==> config.mk <==
export PLATFORM = sky130hd
export DESIGN_NAME = cpu_control_fsm
export DESIGN_NICKNAME = d
export VERILOG_FILES = /design/src/rtl/cpu_control_fsm.sv
export SDC_FILE = /design/constraint.sdc
export NUM_CORES = 1
export LEC_CHECK = 0
export BUFFER_PORTS_ARGS = -buffer_cell sky130_fd_sc_hd__buf_2
export CAP_MARGIN = 20
export CORE_UTILIZATION = 53
export DETAILED_ROUTE_END_ITERATION = 7
export PLACE_DENSITY = 0.85
export SLEW_MARGIN = 20
export SYNTH_ARGS = -nofsm -noshare
export SYNTH_HDL_FRONTEND = slang
export SYNTH_SLANG_ARGS = --single-unit
==> constraint.sdc <==
create_clock -name clk -period 2.65 [get_ports clk]
set_clock_uncertainty 0.1 [all_clocks]
set_input_delay 0.265 -clock clk [delete_from_list [all_inputs] [get_ports clk]]
set_output_delay 0.265 -clock clk [all_outputs]
set_load 0.03 [all_outputs]
==> src/rtl/cpu_control_fsm.sv <==
// Multi-cycle control sequencer for the 16-bit CPU: fetch/latch/execute with BRAM
// wait states, instruction-class decode, branch condition evaluation and a retire counter.
module cpu_control_fsm #(
    parameter int MEM_LAT = 1
) (
    input  logic        clk,
    input  logic        reset,
    input  logic        run,
    input  logic [15:0] instr,
    input  logic [4:0]  flags,
    output logic        pc_enable,
    output logic        pc_load,
    output logic        pc_src,
    output logic        ir_enable,
    output logic        r_enable,
    output logic        link_sel,
    output logic        flags_enable,
    output logic        alu_bus_sel,
    output logic        mem_addr_sel,
    output logic        we_a,
    output logic [2:0]  state,
    output logic [15:0] retired
);

    typedef enum logic [2:0] {
        S_IDLE      = 3'd0,
        S_FETCH     = 3'd1,
        S_LATCH     = 3'd2,
        S_EXEC      = 3'd3,
        S_LOAD_WAIT = 3'd4,
        S_LOAD_WB   = 3'd5
    } state_t;

    // Last wait-counter value in each held state.
    localparam logic [1:0] FETCH_LAST = 2'(MEM_LAT - 1);
    localparam logic [1:0] LWAIT_LAST = (MEM_LAT > 1) ? 2'(MEM_LAT - 2) : 2'd0;

    state_t     cur, nxt;
    logic [1:0] wcnt, wcnt_nxt;

    logic [3:0] op, sub, cc;
    logic       mem_grp, is_load, is_stor, is_jal, is_jcond, is_bcond, no_flags, cond_ok;
    logic       flag_c, flag_l, flag_f, flag_z, flag_n;
    logic       unused_raddr;

    assign op  = instr[15:12];
    assign cc  = instr[11:8];
    assign sub = instr[7:4];
    assign unused_raddr = ^instr[3:0];

    assign {flag_n, flag_z, flag_f, flag_l, flag_c} = flags;

    assign mem_grp  = (op == 4'b0100);
    assign is_load  = mem_grp && (sub == 4'b0000);
    assign is_stor  = mem_grp && (sub == 4'b0100);
    assign is_jal   = mem_grp && (sub == 4'b1000);
    assign is_jcond = mem_grp && (sub == 4'b1100);
    assign is_bcond = (op == 4'b1100);
    // MOVI, LUI and register MOV write a register without touching flags.
    assign no_flags = (op == 4'b1101) || (op == 4'b1111) ||
                      ((op == 4'b0000) && (sub == 4'b1101));

    always_comb begin
        cond_ok = 1'b0;
        case (cc)
            4'h0: cond_ok = flag_z;
            4'h1: cond_ok = !flag_z;
            4'h2: cond_ok = flag_c;
            4'h3: cond_ok = !flag_c;
            4'h4: cond_ok = flag_l;
            4'h5: cond_ok = !flag_l;
            4'h6: cond_ok = flag_n;
            4'h7: cond_ok = !flag_n;
            4'h8: cond_ok = flag_f;
            4'h9: cond_ok = !flag_f;
            4'hA: cond_ok = !flag_l && !flag_z;
            4'hB: cond_ok = flag_l || flag_z;
            4'hC: cond_ok = !flag_n && !flag_z;
            4'hD: cond_ok = flag_n || flag_z;
            4'hE: cond_ok = 1'b1;
            default: cond_ok = 1'b0;
        endcase
    end

    always_ff @(posedge clk or negedge reset) begin
        if (!reset) begin
            cur  <= S_IDLE;
            wcnt <= 2'd0;
        end else begin
            cur  <= nxt;
            wcnt <= wcnt_nxt;
        end
    end

    always_comb begin
        nxt          = S_IDLE;
        wcnt_nxt     = 2'd0;
        pc_enable    = 1'b0;
        pc_load      = 1'b0;
        pc_src       = 1'b0;
        ir_enable    = 1'b0;
        r_enable     = 1'b0;
        link_sel     = 1'b0;
        flags_enable = 1'b0;
        alu_bus_sel  = 1'b0;
        mem_addr_sel = 1'b0;
        we_a         = 1'b0;
        case (cur)
            S_IDLE: nxt = run ? S_FETCH : S_IDLE;
            S_FETCH: begin
                if (wcnt == FETCH_LAST) begin
                    nxt = S_LATCH;
                end else begin
                    nxt      = S_FETCH;
                    wcnt_nxt = wcnt + 2'd1;
                end
            end
            S_LATCH: begin
                ir_enable = 1'b1;
                nxt       = S_EXEC;
            end
            S_EXEC: begin
                nxt = run ? S_FETCH : S_IDLE;
                if (is_load) begin
                    mem_addr_sel = 1'b1;
                    nxt          = (MEM_LAT > 1) ? S_LOAD_WAIT : S_LOAD_WB;
                end else if (is_stor) begin
                    mem_addr_sel = 1'b1;
                    we_a         = 1'b1;
                    pc_enable    = 1'b1;
                end else if (is_jal) begin
                    r_enable = 1'b1;
                    link_sel = 1'b1;
                    pc_load  = 1'b1;
                    pc_src   = 1'b1;
                end else if (is_bcond || is_jcond) begin
                    // pc_src only matters on a taken branch; Jcond targets Raddr.
                    pc_load   = cond_ok;
                    pc_src    = cond_ok && is_jcond;
                    pc_enable = !cond_ok;
                end else begin
                    alu_bus_sel  = 1'b1;
                    r_enable     = 1'b1;
                    pc_enable    = 1'b1;
                    flags_enable = !no_flags;
                end
            end
            S_LOAD_WAIT: begin
                mem_addr_sel = 1'b1;
                if (wcnt == LWAIT_LAST) begin
                    nxt = S_LOAD_WB;
                end else begin
                    nxt      = S_LOAD_WAIT;
                    wcnt_nxt = wcnt + 2'd1;
                end
            end
            S_LOAD_WB: begin
                mem_addr_sel = 1'b1;
                r_enable     = 1'b1;
                pc_enable    = 1'b1;
                nxt          = run ? S_FETCH : S_IDLE;
            end
            default: nxt = S_IDLE;
        endcase
    end

    // Each instruction moves the PC exactly once, so that cycle marks retirement.
    always_ff @(posedge clk or negedge reset) begin
        if (!reset)
            retired <= 16'd0;
        else if (pc_enable || pc_load)
            retired <= retired + 16'd1;
    end

    assign state = cur;

endmodule

==> results.ini, run 1 <==
[yosys]
syn_area_sq_um = 1450
async_flop_share_pct = 100.0
synth-edff-count = 0
synth_flop_cell = dfrtp_1
synth.area.top_cells = dfrtp_1 36%, nor2_1 5.7%, xor2_1 5.4%
syn-mean-instance-area_sq_um = 8.842
synth_common_cells = 22 x nor2_1, 21 x dfrtp_1, 17 x nand2_1
ys_types = 47
ys_ff_latch = 21
syn-num-nets = 191
yosysTopAreaCell = dfrtp_1
synth_warnings = 0
synth.top_cell.area_share_pct = 36.24
yosysMostFrequentCell = nor2_1
syn_inst = 164
ys_seq_area_share_pct = 36.24

[clocking]
cts_root_buf = clkbuf_4
htreeDepth = 1
clockBufferDepth = 2
cts_tree = built
clkTransAtPathRegs_ns = 0.13
cts.sinks = 21
cts_made_buffers = 3
clock_latency_ns = 0.30

[sta]
slew_headroom_pct = 65.47
min_period_ns = 2.322
hold_violations = 0
final.setup.tns_ns = 0
drv_slew = 0
fmax_mhz = 430.8
finalCritPeriodShare_pct = 87.60
worst_slew_pin_slew_ns = 0.5174
setup_viol = 0
rsz0062_at_grt = false

[global_route]
grt_pass1_vias = 1227
antenna_found_initial = 0
grt_usage_pct = 23.93
overflow = 0
grt_max_degree = 22
grt_pass1_wl_um = 5195

[layout]
fin_cells = 242
final_area_sq_um = 1749
layout-area-overhead-vs-synth_pct = 20.62
diodes = 0
multi_input_area_sq_um = 872.1
seqCellArea_sq_um = 525.5
nets = 240
fillers = 199
drive_gt1_share_pct = 29.72

[detailed_routing]
via_per_inst = 5.744
wl_um = 3143
wl_per_cell_um = 12.99
post-route-drc-count = 0
ant_nets = 0
via_count = 1390
drt_iter0_drc = 37
firstDrtPassIters = 4

[floorplanning]
pin_count = 53
die_h_um = 54.31
core_sq_um = 2522
die_w_um = 54.31
initial_core_util_pct = 57.49
fp-row-count = 18
die_area_sq_um = 2949

[status]
run_status = complete, no violations

[pwr]
peakVddDrop_v = 0.0005008
power_density_nw_per_um2 = 756.9
p_leak_uw = 0.0008830

[place]
hpwlAfterDp_um = 2479
io_buffers = 48
routabilityCongestion = 0.8405
placedCellCount = 237
dpl_cell_area_sq_um = 1709

[worst_setup_path]
cp.required_ns = 2.29
crit_path_start_kind = flip-flop
critPathArrivalTime_ns = 1.96
crit_fanout = 9
endpoint_kind = output port
crit_type = reg2out

[hold_path]
min-delay-path-class = in2reg

[job]
cap_violations = 0

[cell type report]
type | count | area share [%]
well taps | 30 | 2.146
clock inverters | 1 | 0.4292
multi-input cells | 130 | 49.86
flip-flops and latches | 21 | 30.04
inverters | 7 | 1.502
repair buffers | 50 | 14.74
clock buffers | 3 | 1.288
[sequential cells by signal, summed over array words and instances, names as in the netlist]
name and flops:
state 3, wcnt 2, retired 16
[cells in the final DEF (no fill, tap or decap), types with 4 or more instances in the layout]
cell | synthesis | final
nand3_1 | 4 | 4
buf_2 | 3 | 48
xnor2_1 | 8 | 8
inv_1 | 7 | 7
nor2_1 | 22 | 22
xor2_1 | 9 | 9
a21oi_1 | 4 | 4
nand2_1 | 17 | 17
dfrtp_1 | 21 | 21
nor2b_1 | 4 | 4
o21ai_0 | 4 | 4
nor3_1 | 4 | 4
[critical path, cell delays in order (launching register included)]
cell	delay, ns
dfrtp_1	0.51
nand2b_4	0.21
or2_2	0.33
o21ai_2	0.23
o31a_1	0.18
buf_2	0.19
[through the flow]
stage / utilization [%] / power (uW) / setup WS (ns) / hold slack, ns
2_1_floorplan: - / 962.6 / 0.03283 / -0.1306
3_3_place_gp: 67.76 / 1140 / 0.6452 / 0.1308
3_5_place_dp: 67.76 / 1171 / 0.6301 / 0.1449
4_1_cts: 69.35 / 1330 / 0.3209 / 0.2574
5_1_grt: 69.35 / 1412 / 0.2066 / 0.2486
6_report: 69.35 / 1324 / 0.3285 / 0.2525
[layer usage]
| layer | GRT usage [%] | vias up | routed length [um] |
|---|---|---|---|
| li1 | - | 677 | - |
| met1 | 30.61 | 660 | 1448 |
| met2 | 39.43 | 49 | 1512 |
| met3 | 3.333 | 4 | 134 |
| met4 | 11.11 | 0 | 48 |
| met5 | 0 | - | 0 |
[power by group]
group	total (uW)	internal (uW)	switching, uW
clock network	158	57.4	101
registers	467	385	81.4
logic	699	243	456
total	1320	686	638
[repair_timing]
item,4_1_cts,5_1_grt
setup buffers,0,0
resized for setup,0,0
hold buffers,1,0
endpoints found under the hold margin,21,0
[cells by family (layout without fill, tap and decap cells)]
family	after synthesis	after routing	share of synthesized area, %
XOR/XNOR	17	17	10.27
multiplexers	3	3	2.416
flip-flops	21	21	36.24
adder cells (fa/ha/maj)	3	3	2.589
AND/OR/NAND/NOR	82	82	32.27
buffers and inverters	13	61	3.624
AO/OA/AOI/OAI	25	25	12.60
[final timing paths]
path	depth (start not counted)	slack, ns	startpoint	to
hold / removal	4	0.25	instr[6]	state[2]
hold reg to reg	1	0.38	retired[15]	retired[15]
setup / recovery	5	0.33	state[2]	pc_enable
setup reg to reg	5	0.78	state[2]	retired[8]
min in group asynchronous	2	0.32	reset	retired[8]
max in group asynchronous	2	1.80	reset	retired[2]
Power figures use the tool's default switching activity.
==> run 2, diff against run 1 <==
--- a/config.mk
+++ b/config.mk
@@ -9,6 +9,7 @@
 export CAP_MARGIN = 20
 export CORE_UTILIZATION = 53
 export DETAILED_ROUTE_END_ITERATION = 7
+export MAX_ROUTING_LAYER = met4
 export PLACE_DENSITY = 0.85
 export SLEW_MARGIN = 20
 export SYNTH_ARGS = -nofsm -noshare
==> run 2 against run 1 <==
Core utilization is the same. Highest routed layer unchanged. Global-route usage increased by 0.75 points. Critical path type unchanged. Cell count unchanged. Worst setup slack gained 0.0018 ns. Combinational power about the same. Power barely moved. Critical endpoint unchanged. Via count barely moved. Fmax about the same. Die area unchanged. Count of clock-buffer cells in the layout is the same. Clock power about the same. Design area unchanged.
==> results.ini, run 2 (synthesis gave the netlist of run 1 again) <==
[status]
run_status = complete, no violations

[detailed_routing]
wl_per_cell_um = 13.00
post-route-drc-count = 0
ant_nets = 0
firstDrtPassIters = 4
wl_um = 3145
via_per_inst = 5.748
drt_iter0_drc = 39
via_count = 1391

[pwr]
switchingPower_uw = 638.1
p_total_uw = 1324
peakVddDrop_v = 0.0005008
swShare_pct = 48.19
pwr-share-clk_pct = 11.9
p_seq_share_pct = 35.3
p_leak_uw = 0.0008830
power_density_nw_per_um2 = 757.0
combPwrFrac_pct = 52.8
intPower_uw = 686.0

[floorplanning]
die_w_um = 54.31
die_area_sq_um = 2949
fp-row-count = 18
die_h_um = 54.31
core_sq_um = 2522
initial_core_util_pct = 57.49
pin_count = 53

[global_route]
grt_pass1_vias = 1229
grt_max_degree = 22
overflow = 0
antenna_found_initial = 0
grt_pass1_wl_um = 5195
grt_usage_pct = 24.67

[clocking]
cts_root_buf = clkbuf_4
clock_latency_ns = 0.30
cts_tree = built
cts.sinks = 21
htreeDepth = 1
cts_made_buffers = 3
clkTransAtPathRegs_ns = 0.13
ctsResizeCount = 0
clockBufferDepth = 2

[sta]
rsz0062_at_grt = false
hold_violations = 0
setup_viol = 0
final.setup.tns_ns = 0
drv_slew = 0
worst_slew_pin_slew_ns = 0.5174
min_period_ns = 2.320
hold-worst-slack_ns = 0.2524
finalCritPeriodShare_pct = 87.54
slew_headroom_pct = 65.47
fmax_mhz = 431.1

[worst_setup_path]
critPathArrivalTime_ns = 1.95
cp.required_ns = 2.29
crit_path_start_kind = flip-flop
crit_fanout = 9
crit_type = reg2out
endpoint_kind = output port

[layout]
drive_gt1_share_pct = 29.72
final_cell_mix = 48 x buf_2, 22 x nor2_1, 21 x dfrtp_1, 17 x nand2_1, 9 x xor2_1
regMostFlops = retired
largest_reg_flops = 16
mostFrequentLayoutCell = buf_2
layout-area-overhead-vs-synth_pct = 20.62
fillers = 199
nets = 240
diodes = 0
final_area_sq_um = 1749
fin_cells = 242

[place]
dpl_cell_area_sq_um = 1709
placedCellCount = 237
routabilityCongestion = 0.8536
hpwlAfterDp_um = 2479
io_buffers = 48

[job]
cap_violations = 0

[hold_path]
min-delay-path-class = in2reg

-- run 2: timing repair --
action / 4_1_cts / 5_1_grt
hold buffers: 1 / 0
hold endpoints to repair: 21 / 0
buffers inserted: 0 / 0
-- run 2: critical path, stage by stage (launching register included) --
cell and delay (ns):
dfrtp_1 0.51, nand2b_4 0.21, or2_2 0.33, o21ai_2 0.23, o31a_1 0.18, buf_2 0.19
-- run 2: path summary, 6_finish.rpt --
kind	slack, ns	start	end	depth (start not counted)
setup reg to reg	0.79	state[2]	retired[8]	5
setup / recovery	0.33	state[2]	pc_enable	5
hold reg to reg	0.38	retired[15]	retired[15]	1
max in group asynchronous	1.80	reset	retired[2]	2
hold / removal	0.25	instr[6]	state[2]	4
min in group asynchronous	0.32	reset	retired[8]	2
-- run 2: stage by stage --
stage                     utilization, %  setup WS, ns
final                              69.35        0.3303
after global routing               69.35        0.2062
after CTS                          69.35        0.3209
after detailed placement           67.76        0.6301
after global placement             67.76        0.6452
after floorplan                        -       0.03283
-- run 2: power by group through the flow --
stage	sequential, uW	combinational (uW)	clock, uW
final	467	699	158
after global placement	466	675	0
after CTS	468	699	163
after detailed placement	474	697	0
after floorplan	588	375	0
after global routing	481	752	180
-- run 2: per-layer routing --
layer | GRT usage, % | vias to the layer above | share of wire, %
met4 | 11.11 | 0 | 1.5
met2 | 39.43 | 49 | 48
met3 | 3.333 | 4 | 4.3
met5 | - | - | 0
met1 | 30.78 | 661 | 46
li1 | - | 677 | -
-- run 2: cell type report --
| class | instances | area, sq um | share of cell area, % |
|---|---|---|---|
| Sequential cell | 21 | 525.5 | 30.04 |
| Timing Repair Buffer | 50 | 257.7 | 14.74 |
| Multi-Input combinational cell | 130 | 872.1 | 49.86 |
| Clock inverter | 1 | 7.507 | 0.4292 |
| Tap cell | 30 | 37.54 | 2.146 |
| Clock buffer | 3 | 22.52 | 1.288 |
| Inverter | 7 | 26.28 | 1.502 |
